===== config.mk =====
export PLATFORM = sky130hd
export DESIGN_NAME = mem_port_sequencer
export DESIGN_NICKNAME = d
export VERILOG_FILES = /design/src/rtl/mem_port_sequencer.sv
export SDC_FILE = /design/constraint.sdc
export NUM_CORES = 1
export LEC_CHECK = 0
export CAP_MARGIN = 20
export CORE_MARGIN = 2
export CORE_UTILIZATION = 48
export CTS_BUF_LIST = sky130_fd_sc_hd__clkbuf_8
export CTS_CLUSTER_SIZE = 40
export DETAILED_ROUTE_END_ITERATION = 8
export PLACE_DENSITY = 0.89
export SLEW_MARGIN = 40
export SYNTH_ARGS = -nofsm -noshare
export SYNTH_HDL_FRONTEND = slang
export SYNTH_SLANG_ARGS = --single-unit

===== constraint.sdc =====
create_clock -name input_clk -period 2.2 [get_ports input_clk]
set_input_delay 0.33 -clock input_clk [delete_from_list [all_inputs] [get_ports input_clk]]
set_output_delay 0.33 -clock input_clk [all_outputs]
set_load 0.01 [all_outputs]

===== src/rtl/mem_port_sequencer.sv =====
// ---------------------------------------------------------------------------
// mem_port_sequencer
//   Request sequencer for one port of the dual-port memory sub_system.
//   A valid/ready request is latched into the port pins (en/we/add/din) and
//   held for exactly WL (write) or RL (read) clocks. For reads, the memory
//   output is captured on the last read cycle and returned as a one-cycle
//   response pulse. Completed writes and reads are counted (wrapping).
//
// Ports
//   input_clk    in   1      clock, rising edge
//   input_rst    in   1      synchronous active-high reset
//   req_valid    in   1      request present
//   req_ready    out  1      sequencer idle and able to accept
//   req_we       in   1      1 = write, 0 = read
//   req_addr     in   A_W    request address
//   req_data     in   D_W    write data (ignored for reads)
//   mem_en       out  1      port enable to sub_system
//   mem_we       out  1      port write enable to sub_system
//   mem_add      out  A_W    port address to sub_system
//   mem_din      out  D_W    port write data to sub_system
//   mem_dout     in   D_W    port read data from sub_system
//   rsp_valid    out  1      one-cycle read response pulse
//   rsp_addr     out  A_W    address of the completed read
//   rsp_data     out  D_W    captured read data
//   wr_done_cnt  out  CNT_W  completed writes (wraps)
//   rd_done_cnt  out  CNT_W  completed reads (wraps)
// ---------------------------------------------------------------------------
module mem_port_sequencer #(
  parameter int unsigned D_W   = 8,
  parameter int unsigned A_W   = 6,
  parameter int unsigned WL    = 3,
  parameter int unsigned RL    = 3,
  parameter int unsigned CNT_W = 16
) (
  input  logic             input_clk,
  input  logic             input_rst,
  input  logic             req_valid,
  output logic             req_ready,
  input  logic             req_we,
  input  logic [A_W-1:0]   req_addr,
  input  logic [D_W-1:0]   req_data,
  output logic             mem_en,
  output logic             mem_we,
  output logic [A_W-1:0]   mem_add,
  output logic [D_W-1:0]   mem_din,
  input  logic [D_W-1:0]   mem_dout,
  output logic             rsp_valid,
  output logic [A_W-1:0]   rsp_addr,
  output logic [D_W-1:0]   rsp_data,
  output logic [CNT_W-1:0] wr_done_cnt,
  output logic [CNT_W-1:0] rd_done_cnt
);

  // Latency counter only needs to reach max(WL,RL)-1.
  localparam int unsigned LAT_MAX = (WL > RL) ? WL : RL;
  localparam int unsigned LAT_W   = (LAT_MAX > 1) ? $clog2(LAT_MAX) : 1;

  localparam logic [LAT_W-1:0] WL_LAST = LAT_W'(WL - 1);
  localparam logic [LAT_W-1:0] RL_LAST = LAT_W'(RL - 1);

  // Zero latency would leave the port enable asserted for no cycle at all.
  if (WL < 1) begin : g_wl_chk
    $error("mem_port_sequencer: WL must be >= 1");
  end
  if (RL < 1) begin : g_rl_chk
    $error("mem_port_sequencer: RL must be >= 1");
  end

  typedef enum logic [1:0] {
    S_IDLE  = 2'd0,
    S_WRITE = 2'd1,
    S_READ  = 2'd2
  } state_e;

  state_e           state_q,     state_d;
  logic [LAT_W-1:0] lat_q,       lat_d;
  logic             ready_q,     ready_d;
  logic             en_q,        en_d;
  logic             we_q,        we_d;
  logic [A_W-1:0]   add_q,       add_d;
  logic [D_W-1:0]   din_q,       din_d;
  logic             rsp_valid_q, rsp_valid_d;
  logic [A_W-1:0]   rsp_addr_q,  rsp_addr_d;
  logic [D_W-1:0]   rsp_data_q,  rsp_data_d;
  logic [CNT_W-1:0] wr_cnt_q,    wr_cnt_d;
  logic [CNT_W-1:0] rd_cnt_q,    rd_cnt_d;

  // State and output registers; reset clears everything including req_ready.
  always_ff @(posedge input_clk) begin
    if (input_rst) begin
      state_q     <= S_IDLE;
      lat_q       <= '0;
      ready_q     <= 1'b0;
      en_q        <= 1'b0;
      we_q        <= 1'b0;
      add_q       <= '0;
      din_q       <= '0;
      rsp_valid_q <= 1'b0;
      rsp_addr_q  <= '0;
      rsp_data_q  <= '0;
      wr_cnt_q    <= '0;
      rd_cnt_q    <= '0;
    end else begin
      state_q     <= state_d;
      lat_q       <= lat_d;
      ready_q     <= ready_d;
      en_q        <= en_d;
      we_q        <= we_d;
      add_q       <= add_d;
      din_q       <= din_d;
      rsp_valid_q <= rsp_valid_d;
      rsp_addr_q  <= rsp_addr_d;
      rsp_data_q  <= rsp_data_d;
      wr_cnt_q    <= wr_cnt_d;
      rd_cnt_q    <= rd_cnt_d;
    end
  end

  // Next-state logic. Registered outputs are computed from the next state so
  // en/we/ready line up with the state they describe.
  always_comb begin
    state_d     = state_q;
    lat_d       = lat_q;
    ready_d     = 1'b0;
    en_d        = 1'b0;
    we_d        = 1'b0;
    add_d       = add_q;
    din_d       = din_q;
    rsp_valid_d = 1'b0;
    rsp_addr_d  = rsp_addr_q;
    rsp_data_d  = rsp_data_q;
    wr_cnt_d    = wr_cnt_q;
    rd_cnt_d    = rd_cnt_q;

    unique case (state_q)
      S_IDLE: begin
        if (req_valid && ready_q) begin
          add_d = req_addr;
          lat_d = '0;
          en_d  = 1'b1;
          if (req_we) begin
            state_d = S_WRITE;
            din_d   = req_data;
            we_d    = 1'b1;
          end else begin
            state_d = S_READ;
          end
        end else begin
          ready_d = 1'b1;
        end
      end

      S_WRITE: begin
        if (lat_q == WL_LAST) begin
          state_d  = S_IDLE;
          lat_d    = '0;
          ready_d  = 1'b1;
          wr_cnt_d = wr_cnt_q + CNT_W'(1);
        end else begin
          lat_d = lat_q + LAT_W'(1);
          en_d  = 1'b1;
          we_d  = 1'b1;
        end
      end

      S_READ: begin
        if (lat_q == RL_LAST) begin
          // Last read cycle: memory data is valid now.
          state_d     = S_IDLE;
          lat_d       = '0;
          ready_d     = 1'b1;
          rsp_valid_d = 1'b1;
          rsp_addr_d  = add_q;
          rsp_data_d  = mem_dout;
          rd_cnt_d    = rd_cnt_q + CNT_W'(1);
        end else begin
          lat_d = lat_q + LAT_W'(1);
          en_d  = 1'b1;
        end
      end

      default: begin
        state_d = S_IDLE;
        lat_d   = '0;
        ready_d = 1'b1;
      end
    endcase
  end

  assign req_ready   = ready_q;
  assign mem_en      = en_q;
  assign mem_we      = we_q;
  assign mem_add     = add_q;
  assign mem_din     = din_q;
  assign rsp_valid   = rsp_valid_q;
  assign rsp_addr    = rsp_addr_q;
  assign rsp_data    = rsp_data_q;
  assign wr_done_cnt = wr_cnt_q;
  assign rd_done_cnt = rd_cnt_q;

endmodule

Yosys cells after proc, flatten, opt, wreduce, memory -nomap -nowiden. Index checks and enable logic that the tools add are counted.

Flip-flop bits (word level): 68. Input bits: 26. Output and inout port bits: 64. Logic and storage cells: 46.

Add/sub/neg operators: 3. Equal/unequal tests: 5. Mux-type cells: 16. Bitwise operators: 1. Reduce and logical (&&, ||, !) cells: 9.

Operator list (count): 16-bit by 1-bit adder with 16-bit output, second input constant (2); 2-bit 2-to-1 mux (5); 2-bit case mux with 2 select lines (2); 2-bit AND reduction (4); 1-bit 2-to-1 mux (6); 1-bit case mux with 2 select lines (3); 2-bit equality test, second input constant (2); 2-bit OR reduction (2); 3-bit AND reduction (1); 2-bit by 1-bit adder with 2-bit output, second input constant (1); 2-bit by 1-bit equality test with 1-bit output, second input constant (1); 2-bit zero test (1); 2-bit by 1-bit != test with 1-bit output, second input constant (1); 2-bit != test, second input constant (1); 1-bit logical AND (1); 1-bit NOT (1).

Longest topological paths before layout. Gate-level depths: netlist (run 1).

Word-level depth: 4. Mapped depth: 7. Gate-level depth less buffers: 6.

Least setup slack after synthesis (run 1). No wires, ideal clock.

Path kind: input-to-reg. Start: in state_q[0]. End: reg rd_cnt_q[14], in the netlist rd_done_cnt[14]. Arrival: 1707 ps. Data required time: 2130 ps. Path slack: 423 ps. Stages on the path: 8. Cell sequence: dfxtp_1 -> inv_1 -> ha_1 -> nand3b_4 -> or2_1 -> buf_6 -> or4_1 -> a21oi_1.

Word-level cells in the longest chain between the ends: 2.

RTL lines: from (decl) (line 75) `state_e state_q, state_d;`; 2-bit equality test (line 135) `unique case (state_q)`; 2-bit AND reduction (no source line); to (signal assigned) (line 115) `rd_cnt_q <= rd_cnt_d;`; to (decl) (line 86) `logic [CNT_W-1:0] rd_cnt_q, rd_cnt_d;`.

No other way between the ends. A chain may end at the register's enable or synchronous reset.

Worst setup path after layout (run 1).
Start: in state_q[1]. End: reg wr_cnt_q[13], in the netlist wr_done_cnt[13].

Word-level cells in the longest chain between the ends: 2.

RTL lines: 2-bit by 1-bit equality test with 1-bit output (line 135); 2-bit AND reduction (no source line); to (signal assigned) (line 114) `wr_cnt_q <= wr_cnt_d;`; to (decl) (line 85) `logic [CNT_W-1:0] wr_cnt_q, wr_cnt_d;`.

No other way between the ends.

==> results of run 1 <==
-- stage by stage --
step	instances	setup slack (ns)
floorplan	338	0.423
global placement	486	0.409
detailed placement	486	0.295
CTS	502	0.281
global route	502	0.0277
finish	502	0.272
-- critical path: stages, from the launching register on --
cell and delay [ns]:
dfxtp_1 0.34, inv_1 0.11, ha_1 0.24, nand4b_1 0.24
nor3_1 0.46, nand3_1 0.14, mux2_2 0.29
-- cells by family (layout without fill, tap and decap cells) --
logic type               after synthesis  in the layout
AO/OA/AOI/OAI                         58             58
XOR/XNOR                              18             18
adder cells (fa/ha/maj)                7              7
buffers and inverters                 23            115
flip-flops                            68             68
multiplexers                           3              3
AND/OR/NAND/NOR                      161            161
-- cells in the final DEF (no fill, tap or decap), types with 3 or more instances in the layout --
cell / synthesis / final
clkdlybuf4s50_1: 0 / 88
nand2_1: 74 / 74
dfxtp_1: 68 / 68
a21oi_1: 46 / 46
nor2_1: 23 / 23
nand3_1: 15 / 15
nand4_1: 10 / 10
xor2_1: 10 / 10
clkbuf_8: 0 / 10
xnor2_1: 8 / 8
ha_1: 7 / 7
inv_1: 6 / 6
o21ai_0: 6 / 6
or3_1: 5 / 5
and4_1: 4 / 4
and3_1: 4 / 4
nor3_1: 4 / 4
o31ai_1: 4 / 4
or4_1: 4 / 4
nor4_1: 3 / 3
and2_1: 3 / 3
nor2b_1: 3 / 3
mux2_2: 3 / 3
buf_4: 1 / 3
-- cell type report --
| type | instances | area, um2 | area share (%) |
|---|---|---|---|
| Tap cell | 72 | 90.1 | 2.26 |
| Clock buffer | 10 | 138 | 3.46 |
| Multi-Input combinational cell | 247 | 1370 | 34.5 |
| Sequential cell | 68 | 1360 | 34.2 |
| Timing Repair Buffer | 93 | 928 | 23.3 |
| Clock inverter | 6 | 63.8 | 1.60 |
| Inverter | 6 | 22.5 | 0.566 |
-- layer usage --
layer  up-vias  share of wire (%)  track usage [%]  routed length (um)
met5         -                  0                0                   0
met2        97                 47             33.9                3080
met4         0                2.0             10.3                 131
met3        12                8.4             6.89                 555
met1      1195                 43             26.3                2860
li1       1331                  -                -                   -
-- worst min-delay path by stage --
stage	endpoint	slack (ns)	depth (start not counted)	startpoint
6_report	wr_done_cnt[6]	0.44	2	input_rst
5_1_grt	wr_done_cnt[9]	0.46	2	input_rst
4_1_cts	wr_done_cnt[5]	0.44	2	input_rst
3_5_place_dp	mem_din[1]	0.45	2	mem_din[1]
3_3_place_gp	rsp_data[2]	0.44	2	rsp_data[2]
2_1_floorplan	mem_din[0]	0.47	2	req_data[0]
-- state kept, by name, summed over array words and instances (netlist names), 2 cells and up --
signal / cells
lat_q: 2
mem_add: 6
mem_din: 8
rd_done_cnt: 16
rsp_addr: 6
rsp_data: 8
state_q: 2
wr_done_cnt: 16
-- power by group through the flow --
stage | Clock, uW | Combinational, uW | Sequential [uW]
global placement | 0 | 172 | 1290
detailed placement | 0 | 175 | 1290
CTS | 1040 | 177 | 1270
finish | 1020 | 177 | 1270
floorplan | 0 | 70.7 | 1300
global route | 1090 | 194 | 1270
==> run metrics, run 1 <==
clk_skew=0.00545 ns; clk root buf=clkbuf_8; synth cell count leaders=74 x nand2_1, 68 x dfxtp_1, 46 x a21oi_1; routed vias=2,635; Tcrit/Tclk final=87.6%; cell count of the worst reg-to-reg path=6; Async SR Flop Fraction=0%; Final Hold Slack=0.442 ns; fmax=519 MHz; worst reg2reg path startpoint=state_q[1]; detailed router's first-iteration violation count=137; Clock Path Buffers=2; Worst-Skew Late Latency=0.34 ns; cell taking the most area after synthesis=dfxtp_1; nets=458; grt total ovfl=0; Antenna diodes=0; Area Growth Syn to Fin=40.4%; beginning of the critical path=state_q[1]; EDFF count, synth=0; largest net degree at the start of global routing=45; register share of total power=51.5%; HPWL after detailed placement=4760 um; DP Area=3780 um2; initial antenna violation count=0; number of synthesis warnings=0; Syn Nets=371; CTS buffer count=9; simple-gate portion of the synthesized area=27.8%; Final min period=1.93 ns; mux cell area share after synthesis=1.19%; die area=6540 um2; Post-Route Setup TNS=0 ns; syn_area_per_cell=8.38 um2; Rel. slew slack=65.5%; Worst-path clk slew=0.07 ns; Critical Path End=wr_done_cnt[13]; most common cell in the netlist=nand2_1; Antenna Nets Post-Route=0; run status=complete, no violations; WL/cell=13.2 um; routability cong.=0.834; Crit Path Max Fanout=6; Die Height=80.8 um; crit start category=flip-flop; post-DR vias/cell=5.25; Crit. End Element=flip-flop; # hold bufs at CTS=0; die width=80.8 um; pwr dens=618 nW/um2; synth unique cells=36; Yosys top cell area share=48.0%; final instance area=3980 um2; worst path required time=2.43 ns; io pins=90; Placeable Area=5610 um2; sw frac=23.0%; reg2reg setup slack=0.27 ns; top_reg_cell synth=dfxtp_1; Mapped Area=2830 um2; main combinational cell family by area after synthesis=simple AND/OR/NAND/NOR gates; layout cell share with drive strength beyond 1=6.28%; sequential-to-total area share from yosys stat=48.0%; Final Hold Viols=0; Clock Sinks=68; adder-cell share of the synthesized area=3.09%; total power=2460 uW; std cell rows=27; Max VDD drop=0.390 mV; Clk pwr share=41.3%; Slew Viols, Final=0; xor/xnor share of the synthesized area=5.56%; Final setup viols=0; Filler cells=446; compound-cell area share of the yosys netlist=10.8%; first-pass GRT wire length=10,900 um; number of port buffers=89; RSZ-0062 raised after global routing=no; #FFs+latches synth=68; CP Class=reg -> reg; htree depth=3; static leakage=0.00140 uW; Psw=566 uW; CTS tree=yes; WP data arrival=2.16 ns; cells after synthesis=338; post_cts resized=0; Overall Global Routing Usage=21.4%; Worst Hold Class=in -> reg; Slew @ Worst Pin=0.517 ns; FF-to-FF End=wr_done_cnt[13]; DRC viols=0; Pre-antenna DRT Iters=6; cell-internal power=1890 uW; Setup Buffers After CTS=0; Initial Util=50.5%; post-layout util=70.9%; ranking of synthesized cells by area=dfxtp_1 48%, nand2_1 9.8%, a21oi_1 8.1%; Comb pwr share=7.2%; max-cap violations=0; number of global-route vias before repair=2,458; total wire length=6630 um
Power figures use the tool's default switching activity.
==> inputs of run 2 (changes only) <==
Settings changed: ABC_AREA set to 1, CORE_ASPECT_RATIO set to 0.5, CORE_UTILIZATION 48 to 44, PLACE_DENSITY 0.89 to 0.86.
Clock period 2.2 ns to 1.58 ns, I/O delays scaled along.
==> run 2 against run 1 <==
  * Utilization is 6.5 points lower
  * Global-route usage fell by 0.65 points
  * Setup slack got worse by 0.23 ns
  * Sequential power grew 42%
  * Flip-flop and latch count unchanged
  * Critical path type is now reg -> out
  * Final cell count grew 22%
==> run metrics, run 2 <==
Placeable Area=6620 um2; Final min period=1.54 ns; Syn Nets=446; Buf+Inv Stages, Crit Path=1; Slowest-stage cell, CP=clkdlybuf4s50_1; Overall Global Routing Usage=20.7%; commonest non-fill, non-tap cell in the layout=nand2_1; detailed router's first-iteration violation count=144; Final Hold Viols=0; Final Hold Slack=0.447 ns; setup ws final=0.0403 ns; WL/cell=12.4 um; cell taking the most area after synthesis=dfxtp_1; clk_skew=0.00681 ns; Worst-Skew Late Latency=0.34 ns; crit start category=flip-flop; Async SR Flop Fraction=0%; first-pass GRT wire length=12,500 um; EDFF count, synth=0; Worst Hold Class=in -> reg; Critical Path Max Stage Delay=0.56 ns; most frequent cells in the layout=100 x nand2_1, 85 x clkdlybuf4s50_1, 77 x nor2_1, 50 x dfxtp_1, 39 x inv_1; CTS buffer count=9; Crit Path Max Fanout=4; std cell rows=21; family with the most delay on the worst path=buffers and inverters; CTS tree=yes; syn_area_per_cell=7.22 um2; Max VDD drop=0.463 mV; total wire length=7610 um; Antenna Nets Post-Route=0; cells after synthesis=413; ranking of synthesized cells by area=dfxtp_1 46%, nand2_1 13%, nor2_1 9.9%; clk root buf=clkbuf_8; io pins=90; # hold bufs at CTS=0; htree depth=3; Hold Startpoint=mem_dout[1]; layout cell share with drive strength beyond 1=14.0%; number of synthesis warnings=0; Post-Route Setup TNS=0 ns; largest net degree at the start of global routing=22; CP Class=reg -> out; nets=549; synth unique cells=27; Clock Sinks=68; grt total ovfl=0; Final setup viols=0; synth cell count leaders=102 x nand2_1, 79 x nor2_1, 68 x dfxtp_1; die width=120 um; #FFs+latches synth=68; DRC viols=0; Antenna diodes=0; max-cap violations=0; Slew Viols, Final=0; Yosys top cell area share=45.6%; most common cell in the netlist=nand2_1; die area=7490 um2; Tcrit/Tclk final=97.4%; run status=complete, no violations; routed vias=3,005; beginning of the critical path=wr_done_cnt[7]; dpl ws=-0.0550 ns; pwr dens=793 nW/um2; sequential-to-total area share from yosys stat=45.6%; Mapped Area=2980 um2; worst path required time=1.34 ns; fmax=649 MHz; Rel. slew slack=79.1%; number of port buffers=89; Slew @ Worst Pin=0.311 ns; routability cong.=0.889; post-DR vias/cell=4.90; Crit. End Element=primary output; static leakage=0.00172 uW; HPWL after detailed placement=5380 um; Die Height=62.2 um; Pre-antenna DRT Iters=5; Worst-path clk slew=0.07 ns; Clock Path Buffers=2; worst reg2reg path startpoint=state_q[0]; Area Growth Syn to Fin=43.0%; Initial Util=45.0%; crit-path cells=clkdlybuf4s50_1; number of global-route vias before repair=2,775; initial antenna violation count=0; top_reg_cell synth=dfxtp_1; WP data arrival=1.30 ns
run 2: metal layers:
layer  vias up  GRT usage, %  wire length [um]
li1       1505             -                 -
met1      1410          24.3              3330
met2        76          35.0              3720
met3        14          7.72               444
met4         0          7.27               118
met5         -             0                 0
run 2: through the flow:
stage	cell area [um2]	instances	util, %	power [uW]
after CTS	4200	611	63.5	3400
after floorplan	2980	413	-	2000
after detailed placement	4020	595	60.8	2190
after global routing	4270	613	64.4	3540
after global placement	4020	595	60.8	2180
final	4270	613	64.4	3380
run 2: cell type report:
| cell class | instances | area (um2) |
|---|---|---|
| sequential | 68 | 1380 |
| clock buffer | 10 | 138 |
| multi-input combinational | 290 | 1430 |
| clock inverter | 6 | 32.5 |
| timing repair buffer | 102 | 998 |
| inverter | 45 | 171 |
| fill | 517 | 2360 |
| tap | 92 | 115 |
run 2: path summary, 6_finish.rpt:
path,endpoint,cells past startpoint,slack [ns]
worst max-delay path,wr_done_cnt[7],1,0.04
worst min-delay path,rsp_data[1],3,0.45
worst max register to register,rd_done_cnt[2],7,0.09
worst min register to register,rsp_addr[1],2,0.46
run 2: where the power goes:
group	switching (uW)	internal, uW	leakage (uW)	total, uW
Combinational	178	178	0.00107	356
Sequential	38.2	1760	0.000560	1800
Clock	634	594	0.0000907	1230
run 2: logic make-up after synthesis:
family | count (synthesis) | share of synthesized area [%]
AO/OA/AOI/OAI | 61 | 11.1
XOR/XNOR | 6 | 1.76
adder cells (fa/ha/maj) | 7 | 2.94
buffers and inverters | 55 | 7.26
flip-flops | 68 | 45.6
AND/OR/NAND/NOR | 216 | 31.3
run 2: repair_timing:
item | in CTS | in global routing
pin swaps | 0 | 1
endpoints found under the setup margin | 5 | 38
setup buffers | 0 | 2
resized for setup | 7 | 28
gates cloned | 0 | 0
run 2: tightest hold or removal path: cells and delay by family:
family                 cells  cell delay [ns]
and+or+nand+nor            1             0.06
AOI/OAI and AO/OA          1             0.05
buffers and inverters      1             0.40
